$ cat src/rtl/ifu_pkg.sv
// Shared types and constants for the instruction-fetch front end.
// Latency: n/a (declarations only).
// Backpressure: n/a.
package ifu_pkg;

    localparam int          XLEN             = 32;
    localparam logic [31:0] NOP_INSTR        = 32'h0000_0013;
    localparam logic [31:0] RESET_PC_DEFAULT = 32'h0000_0000;

    // One buffered instruction, tagged with the address it was fetched from.
    typedef struct packed {
        logic [XLEN-1:0] pc;
        logic [XLEN-1:0] instr;
    } fetch_entry_t;

endpackage

$ cat src/rtl/ifu_sync_fifo.sv
// Generic circular-buffer FIFO with occupancy count and single-cycle clear.
// Latency: a pushed word is visible at head_dat on the cycle after the push.
// Backpressure: none internal; caller must not push when full unless it pops in the same cycle.
module ifu_sync_fifo #(
    parameter int DEPTH = 4,
    parameter int WIDTH = 64
) (
    input  logic                       clk,
    input  logic                       rst,
    input  logic                       clear,
    input  logic                       push,
    input  logic [WIDTH-1:0]           push_dat,
    input  logic                       pop,
    output logic [WIDTH-1:0]           head_dat,
    output logic [$clog2(DEPTH+1)-1:0] count,
    output logic                       empty,
    output logic                       full
);

    localparam int AW = $clog2(DEPTH);
    localparam int CW = $clog2(DEPTH+1);

    logic [WIDTH-1:0] mem [DEPTH];
    logic [AW-1:0]    wr_ptr;
    logic [AW-1:0]    rd_ptr;
    logic             pop_eff;
    logic             push_eff;

    // A pop on an empty queue is ignored; a push into a full queue only lands if a pop frees the slot.
    assign pop_eff  = pop && !empty;
    assign push_eff = push && (!full || pop_eff);
    assign empty    = (count == '0);
    assign full     = (count == CW'(DEPTH));
    assign head_dat = mem[rd_ptr];

    // Storage array: written on every effective push, no reset needed.
    always_ff @(posedge clk) begin
        if (push_eff) begin
            mem[wr_ptr] <= push_dat;
        end
    end

    // Pointers and occupancy; pointers wrap naturally since DEPTH is a power of two.
    always_ff @(posedge clk or posedge rst) begin
        if (rst) begin
            wr_ptr <= '0;
            rd_ptr <= '0;
            count  <= '0;
        end else if (clear) begin
            wr_ptr <= '0;
            rd_ptr <= '0;
            count  <= '0;
        end else begin
            if (push_eff) begin
                wr_ptr <= wr_ptr + AW'(1);
            end
            if (pop_eff) begin
                rd_ptr <= rd_ptr + AW'(1);
            end
            if (push_eff && !pop_eff) begin
                count <= count + CW'(1);
            end else if (pop_eff && !push_eff) begin
                count <= count - CW'(1);
            end
        end
    end

endmodule

$ cat src/rtl/ifu_prefetch_queue.sv
// Fetch front end: issues ROM reads, queues returned instructions with their PC, feeds Decode.
// Latency: ROM response in cycle N appears registered on o_pc/o_instr in N+1 when the queue is empty.
// Backpressure: i_stall freezes the output register; issue stops once queue+in-flight+output would exceed DEPTH+1.
module ifu_prefetch_queue
    import ifu_pkg::*;
#(
    parameter int              XLEN      = ifu_pkg::XLEN,
    parameter int              DEPTH     = 4,
    parameter int              MAX_OUTST = 2,
    parameter logic [XLEN-1:0] RESET_PC  = RESET_PC_DEFAULT
) (
    input  logic            clk,
    input  logic            rst,
    input  logic            i_trap,
    input  logic [XLEN-1:0] i_trap_pc,
    input  logic            i_boj,
    input  logic [XLEN-1:0] i_boj_pc,
    input  logic            i_flush,
    input  logic            i_stall,
    output logic [XLEN-1:0] o_rom_addr,
    output logic            o_rom_addr_vld,
    input  logic            i_rom_rdy,
    input  logic [XLEN-1:0] i_rom_data,
    input  logic            i_rom_data_vld,
    output logic            o_fetch_rdy,
    output logic [XLEN-1:0] o_pc,
    output logic [XLEN-1:0] o_instr,
    output logic            o_vld
);

    localparam int OW = $clog2(MAX_OUTST+1);
    localparam int CW = $clog2(DEPTH+1);
    localparam int SW = CW + 2;

    logic [XLEN-1:0] fetch_pc;
    logic [XLEN-1:0] resp_pc;
    logic [OW-1:0]   outst;
    logic [OW-1:0]   drop;
    logic [OW-1:0]   outst_nxt;
    logic            fetch_rdy_q;

    fetch_entry_t    push_ent;
    fetch_entry_t    head_ent;
    logic [CW-1:0]   q_count;
    logic            q_empty;
    logic            q_full;
    logic            q_push;
    logic            q_pop;

    logic            redirect;
    logic [XLEN-1:0] redir_pc;
    logic            rom_acc;
    logic            resp_take;
    logic            out_load;
    logic [SW-1:0]   occupancy;

    assign redirect  = i_trap | i_boj | i_flush;

    // Every slot a request could eventually need is counted before issuing, so the queue cannot overflow.
    assign occupancy = SW'(q_count) + SW'(outst) + SW'(o_vld);

    assign o_rom_addr_vld = fetch_rdy_q && !redirect
                         && (outst < OW'(MAX_OUTST))
                         && (occupancy < SW'(DEPTH + 1));
    assign o_rom_addr  = fetch_pc;
    assign o_fetch_rdy = fetch_rdy_q;

    assign rom_acc   = o_rom_addr_vld && i_rom_rdy;
    assign resp_take = i_rom_data_vld && (drop == '0);
    assign out_load  = !o_vld || !i_stall;
    assign outst_nxt = outst + OW'(rom_acc) - OW'(i_rom_data_vld);

    // Responses bypass the queue when it is empty and the output register is loading.
    assign q_pop    = out_load && !q_empty && !redirect;
    assign q_push   = resp_take && !(out_load && q_empty) && !redirect;
    assign push_ent = '{pc: resp_pc, instr: i_rom_data};

    // Redirect target: trap beats branch beats flush; flush replays the oldest undelivered PC.
    always_comb begin
        redir_pc = resp_pc;
        if (i_trap) begin
            redir_pc = {i_trap_pc[XLEN-1:2], 2'b00};
        end else if (i_boj) begin
            redir_pc = {i_boj_pc[XLEN-1:2], 2'b00};
        end else if (o_vld) begin
            redir_pc = o_pc;
        end else if (!q_empty) begin
            redir_pc = head_ent.pc;
        end
    end

    ifu_sync_fifo #(
        .DEPTH (DEPTH),
        .WIDTH ($bits(fetch_entry_t))
    ) u_fifo (
        .clk      (clk),
        .rst      (rst),
        .clear    (redirect),
        .push     (q_push),
        .push_dat (push_ent),
        .pop      (q_pop),
        .head_dat (head_ent),
        .count    (q_count),
        .empty    (q_empty),
        .full     (q_full)
    );

    // Fetch/response address tracking and in-flight bookkeeping; a redirect marks all in-flight replies stale.
    always_ff @(posedge clk or posedge rst) begin
        if (rst) begin
            fetch_pc    <= RESET_PC;
            resp_pc     <= RESET_PC;
            outst       <= '0;
            drop        <= '0;
            fetch_rdy_q <= 1'b0;
        end else begin
            fetch_rdy_q <= 1'b1;
            outst       <= outst_nxt;
            if (redirect) begin
                fetch_pc <= redir_pc;
                resp_pc  <= redir_pc;
                drop     <= outst_nxt;
            end else begin
                if (rom_acc) begin
                    fetch_pc <= fetch_pc + XLEN'(4);
                end
                if (resp_take) begin
                    resp_pc <= resp_pc + XLEN'(4);
                end
                if (i_rom_data_vld && (drop != '0)) begin
                    drop <= drop - OW'(1);
                end
            end
        end
    end

    // Output register: holds under stall, otherwise takes queue head or a bypassed response.
    always_ff @(posedge clk or posedge rst) begin
        if (rst) begin
            o_vld   <= 1'b0;
            o_pc    <= '0;
            o_instr <= XLEN'(NOP_INSTR);
        end else if (redirect) begin
            o_vld <= 1'b0;
        end else if (out_load) begin
            if (!q_empty) begin
                o_vld   <= 1'b1;
                o_pc    <= head_ent.pc;
                o_instr <= head_ent.instr;
            end else if (resp_take) begin
                o_vld   <= 1'b1;
                o_pc    <= resp_pc;
                o_instr <= i_rom_data;
            end else begin
                o_vld <= 1'b0;
            end
        end
    end

endmodule

$ cat config.mk
export PLATFORM = sky130hd
export DESIGN_NAME = ifu_prefetch_queue
export DESIGN_NICKNAME = d
export VERILOG_FILES = /design/src/rtl/ifu_pkg.sv /design/src/rtl/ifu_sync_fifo.sv /design/src/rtl/ifu_prefetch_queue.sv
export SDC_FILE = /design/constraint.sdc
export NUM_CORES = 1
export LEC_CHECK = 0
export BUFFER_PORTS_ARGS = -buffer_cell sky130_fd_sc_hd__buf_4
export CAP_MARGIN = 20
export CORE_ASPECT_RATIO = 1.75
export CORE_MARGIN = 4
export CORE_UTILIZATION = 55
export DETAILED_ROUTE_END_ITERATION = 10
export PLACE_DENSITY = 0.76
export REMOVE_ABC_BUFFERS = 1
export SLEW_MARGIN = 30
export SYNTH_ARGS = -nofsm -noshare
export SYNTH_HDL_FRONTEND = slang
export SYNTH_SLANG_ARGS = --single-unit
$ cat constraint.sdc
create_clock -name clk -period 4.9 [get_ports clk]
set_input_delay 0.735 -clock clk [delete_from_list [all_inputs] [get_ports clk]]
set_output_delay 0.735 -clock clk [all_outputs]
set_load 0.1 [all_outputs]
==> flow_summary_export.csv, run 1 <==
group,metric,value,unit
status,status,"completed",
worst_setup_path,critical_path_class,"flip-flop to primary output",
die,core,31640,um^2
worst_setup_path,startpoint_type,"flip-flop",
power,ir_drop,0.5029,mV
yosys,syn_area,17650,um^2
die,fp.dieW,143.4,um
worst_setup_path,cp.required,4.16,ns
finish,layout-drive-gt1-share,26.06,%
clocking,cts-buffers-inserted,37,
timing,finalHoldViolCount,0,
job,max-cap-violations,0,
drt,postRouteAntennaNets,0,
drt,wire_per_inst,25.21,um
die,ios,203,
clocking,cts_tree,"yes",
yosys,ys_async_sr_fraction,35.19,%
clocking,clkLatencyLatePin,0.53,ns
timing,finalCritPeriodShare,73.20,%
timing,finClkSkew,0.01811,ns
finish,mostFrequentLayoutCells,"edfxtp_1, buf_4, dfrtp_1",
yosys,yosysSeqAreaShare,63.28,%
clocking,ctsResizeCount,0,
timing,setup_viol,0,
global_routing,grt_pass1_wl,72.46,mm
timing,max_freq,278.8,MHz
power,leakage,0.007554,uW
worst_setup_path,max_stage_delay,0.48,ns
clocking,postCtsHoldBufs,0,
die,start_util,55.79,%
timing,setup_tns,0,ns
worst_setup_path,end_kind,"primary output",
global_routing,grt_pass1_vias,12430,
clocking,path_clk_slew,0.06,ns
power,p_per_area,498.2,nW/um^2
drt,num_vias,12150,
clocking,cts.sinks,395,
yosys,netlist_instances,1266,
drt,drt_iter0_drc,1019,
worst_setup_path,crit_chain,"fa_1, fa_1, xnor2_1, o221ai_1, nor2_1, buf_4",
drt,route.detailed.drc,0,
drt,drt_pass1_iterations,6,
clocking,clock-root-buffer,"clkbuf_16",
worst_setup_path,crit_slowest_cell,"dfrtp_1",
timing,final.min_clock_period,3.587,ns
worst_setup_path,critical_path.most_common_cell,"fa_1",
finish,final_core_utilization,65.78,%
power,power.total,10370,uW
yosys,ys_types,82,
clocking,ctsHtreeMaxLevel,2,
clocking,cts_setup_buffers,0,
timing,slew_violations,0,
timing,relSlewSlack,37.61,%
die,die_h,245.0,um
worst_setup_path,startpoint,"u_fifo.count[0]",
yosys,synth_top_area_cell,"edfxtp_1",
global_routing,antenna_found_initial,0,
clocking,clock_tree.buffer_depth,3,
drt,totalWireLength,47.33,mm
yosys,ys_dominant_reg_cell,"edfxtp_1",
global_routing,grt_overflow_total,0,
finish,diodes,0,
worst_setup_path,cp.arrival,2.85,ns
timing,rsz0062_at_grt,"no",
timing,holdWs,0.2901,ns
finish,fillers,2331,
die,die_area,35140,um^2
finish,area.growth.synth_to_final,17.89,%
yosys,ys_warn_count,0,
yosys,synth_area_leaders,"edfxtp_1, dfrtp_1, mux4_2",
place,dp_hpwl,31.09,mm
hold_path,hp-class,"input port to async pin",
die,num_rows,86,
yosys,avgSynthCellArea,13.94,um^2
timing,tightest_slew,0.9272,ns
place,dpl_cell_area,19580,um^2
finish,fin_nets,1569,
finish,fin_area,20810,um^2
yosys,synth-edff-count,256,
yosys,yosysTopAreaCellShare,43.55,%
worst_setup_path,reg2reg_from,"u_fifo.count[0]",
global_routing,groute.usage.overall,27.14,%
place,io_buffers,198,
drt,viasPerCell,6.474,
place,place_congestion,0.9407,
finish,layout_commonest_cell,"edfxtp_1",
yosys,yosys_register_bits,395,
global_routing,grt_max_degree,108,
worst_setup_path,cp_max_fo,8,
worst max-delay path, delay by kind of cell, from the launching register on:
family | cells | cell delay [ns]
DFF | 1 | 0.48
AOI/OAI and AO/OA | 1 | 0.28
xor gates and xnor gates | 1 | 0.26
and+or+nand+nor | 1 | 0.16
adders and majority gates | 2 | 0.83
buffers and inverters | 1 | 0.30
cells in the mapped netlist, drive strengths merged (14+ instances only):
library cell    n
nand4          27
clkbuf         41
mux2i          64
xnor2          17
xor2           18
nand2         116
nor2           51
nand3          23
inv            27
a21oi          43
edfxtp        256
a31oi          15
dfrtp         136
o221ai         14
o21ai         105
buf            40
mux4           64
flip-flops by register name, summed over array words and instances, names as in the netlist:
signal         cells
drop               2
o_fetch_rdy        1
o_instr           32
o_pc              32
o_rom_addr        32
o_vld              1
outst              2
resp_pc           30
u_fifo.count       3
u_fifo.mem       256
u_fifo.rd_ptr      2
u_fifo.wr_ptr      2
path summary, 6_finish.rpt:
check,cells past startpoint,to,slack (ns)
min in group clk,1,u_fifo.mem[2][17],0.42
max in group asynchronous,3,outst[0],3.46
min,2,o_instr[29],0.29
max,6,o_rom_addr_vld,1.31
min reg2reg,2,o_instr[1],0.48
max reg2reg,12,drop[1],1.56
layer usage:
layer	global-route usage (%)	share of wire, %	vias up
met4	14.66	6.3	0
met5	0	0	-
li1	-	-	5267
met3	3.294	6.5	173
met2	46.36	52	620
met1	33.44	36	6091
metrics by stage:
step	setup slack [ns]	std cells
2_1_floorplan	-0.3971	1185
3_3_place_gp	1.579	1808
3_5_place_dp	1.555	1808
4_1_cts	1.325	1876
5_1_grt	1.213	1877
6_report	1.313	1877
layout make-up:
type                       count  area [um^2]  share of cell area [%]
sequential                   395        11170                   53.70
multi-input combinational    762         6037                   29.01
inverter                      28        110.1                  0.5291
tap                          396        495.5                   2.381
clock inverter                12        115.1                  0.5532
timing repair buffer         228         1787                   8.586
clock buffer                  56         1090                   5.237
where the power goes:
group          leakage [uW]  switching (uW)  internal, uW  total, uW
Sequential          0.00404             317          3900       4220
Combinational       0.00292            2630           662       3290
Clock              0.000593            1210          1650       2860
Total               0.00755            4150          6220      10400
cells by family after synthesis:
| group | count (synthesis) | synth area share, % |
|---|---|---|
| AOI/OAI and AO/OA | 276 | 10.04 |
| buffers and inverters | 109 | 2.736 |
| and+or+nand+nor | 307 | 9.208 |
| muxes | 130 | 11.92 |
| other | 1 | 0.02125 |
| xor gates and xnor gates | 35 | 1.737 |
| adders and majority gates | 13 | 1.049 |
| DFF | 395 | 63.28 |
No activity file was read; power rests on OpenSTA's default activity.
==> inputs of run 2 (changes only) <==
Clock period 4.9 ns to 3.4 ns, I/O delays scaled along.
==> run 2 against run 1 <==
Utilization is 0.76 points higher. Non-clock buffer count increased by 26. Clock power is 47% higher. First-iteration DRC count down 7.1%. Via count down 0.47%. Sequential cell count unchanged. Largest power group unchanged. Register-to-register slack lost 1.3 ns. Total power is 45% higher. Combinational power rose by 45%.
==> flow_summary_export.csv, run 2 (synthesis gave the netlist of run 1 again) <==
group,metric,value,unit
status,status,"completed",
global_routing,grt_pass1_wl,73.35,mm
timing,finalHoldViolCount,0,
power,power_frac_comb,31.7,%
drt,wl_met3,3.242,mm
worst_setup_path,crit_slowest_cell,"fa_1",
timing,setup_viol,0,
die,num_rows,86,
clocking,path_clk_slew,0.07,ns
clocking,cts.sinks,395,
drt,wl_met1,16.91,mm
job,max-cap-violations,0,
finish,mostFrequentLayoutCells,"edfxtp_1, buf_4, dfrtp_1",
timing,holdWs,0.09166,ns
worst_setup_path,reg2reg_from,"o_vld",
finish,final_core_utilization,66.54,%
power,seq_power_share,40.4,%
clocking,cts-buffers-inserted,37,
clocking,clock_tree.buffer_depth,3,
finish,fillers,2302,
power,ir_drop,0.6921,mV
drt,wire_per_inst,25.14,um
drt,num_vias,12090,
drt,viasPerCell,6.355,
die,fp.dieW,143.4,um
drt,postRouteAntennaNets,0,
finish,largest_reg_flops,256,
timing,max_freq,310.4,MHz
power,leakage,0.007678,uW
drt,routed.top_layer,"met4",
die,die_area,35140,um^2
power,p_int,9026,uW
timing,relSlewSlack,37.69,%
worst_setup_path,critical_path_class,"flip-flop to primary output",
global_routing,grt_max_degree,63,
hold_path,hp-class,"input port to async pin",
place,io_buffers,198,
clocking,cts_tree,"yes",
power,p_switching,6015,uW
worst_setup_path,end_kind,"primary output",
worst_setup_path,max_stage_delay,0.46,ns
worst_setup_path,startpoint,"o_vld",
die,ios,203,
global_routing,antenna_found_initial,0,
die,die_h,245.0,um
timing,final.min_clock_period,3.221,ns
global_routing,groute.usage.overall,27.56,%
place,dp_slack,0.2034,ns
timing,finalCritPeriodShare,94.75,%
global_routing,grt_pass1_vias,12640,
worst_setup_path,cp_max_fo,4,
clocking,ctsHtreeMaxLevel,2,
timing,tightest_slew,0.9302,ns
drt,drt_pass1_iterations,5,
timing,final.setup.worst_slack,0.1786,ns
power,pwr-share-clk,27.9,%
drt,totalWireLength,47.85,mm
clocking,clkLatencyLatePin,0.54,ns
finish,layout_commonest_cell,"edfxtp_1",
worst_setup_path,startpoint_type,"flip-flop",
power,p_per_area,714.5,nW/um^2
die,start_util,55.79,%
timing,rsz0062_at_grt,"no",
finish,seq_area,11170,um^2
worst_setup_path,cp.arrival,2.71,ns
drt,wl_met2,24.79,mm
worst_setup_path,critical_path.most_common_cell,"fa_1",
timing,setup_tns,0,ns
finish,multi_input_area,6025,um^2
finish,largest-register,"u_fifo.mem",
timing,finClkSkew,0.02239,ns
global_routing,grt_overflow_total,0,
worst_setup_path,worstPathBufferInverterCount,1,
finish,fin_nets,1595,
place,dp_hpwl,32.69,mm
worst_setup_path,cp.required,2.89,ns
die,core,31640,um^2
timing,slew_violations,0,
worst_setup_path,crit_family,"adder cells",
place,dpl_cell_area,19810,um^2
clocking,clock-root-buffer,"clkbuf_16",
finish,area.growth.synth_to_final,19.26,%
place,place_congestion,0.9353,
finish,fin_area,21050,um^2
drt,drt_iter0_drc,947,
finish,layout-drive-gt1-share,27.29,%
power,netSwitchingFraction,39.99,%
drt,route.detailed.drc,0,
worst_setup_path,crit_chain,"fa_1, fa_1, xnor2_1, o221ai_1, nor2_1, buf_4",
[run 2: changes by cell type in the layout (fill, tap and decap cells not counted), sizes merged]
| cell | change |
|---|---|
| diode | +1 |
| bufinv | +2 |
| clkinvlp | +3 |
| clkbuf | -6 |
| inv | -1 |
| clkinv | +1 |
| buf | +26 |
[run 2: area by class of cell]
class                           count  share of cell area, %
Clock buffer                       50                  4.826
Timing Repair Buffer              254                  9.593
Multi-Input combinational cell    762                  28.62
Inverter                           28                 0.5231
Clock inverter                     17                 0.9867
Sequential cell                   395                  53.09
Antenna cell                        1                0.01189
Tap cell                          396                  2.354
[run 2: through the flow]
stage               power [uW]  std cells
finish                   15040       1903
global route             15590       1902
CTS                      15120       1900
detailed placement       10940       1833
floorplan                 9691       1185
global placement         10870       1833
[run 2: metal layers]
layer	vias to the layer above	track usage, %
met5	-	0
met4	0	15.35
met3	163	4.211
met2	576	46.87
met1	6032	33.35
li1	5323	-
[run 2: power by group through the flow]
| stage | logic, uW | clock network (uW) | registers (uW) |
|---|---|---|---|
| detailed placement | 4770 | 0 | 6170 |
| CTS | 4780 | 4270 | 6070 |
| finish | 4770 | 4190 | 6080 |
| global route | 4970 | 4480 | 6140 |
| global placement | 4740 | 0 | 6130 |
| floorplan | 787 | 0 | 8900 |
[run 2: repair_timing]
action	4_1_cts	5_1_grt
resized for setup	0	0
hold buffers	0	0
setup endpoints to repair	0	2
setup buffers	0	2
[run 2: final timing paths]
| path | slack, ns | endpoint | cells past startpoint |
|---|---|---|---|
| min reg2reg | 0.48 | o_instr[0] | 2 |
| min | 0.09 | resp_pc[27] | 2 |
| max | 0.18 | o_rom_addr_vld | 6 |
| max in group asynchronous | 2.42 | o_instr[0] | 3 |
| max reg2reg | 0.28 | drop[1] | 12 |
| min in group clk | 0.18 | u_fifo.mem[1][23] | 1 |
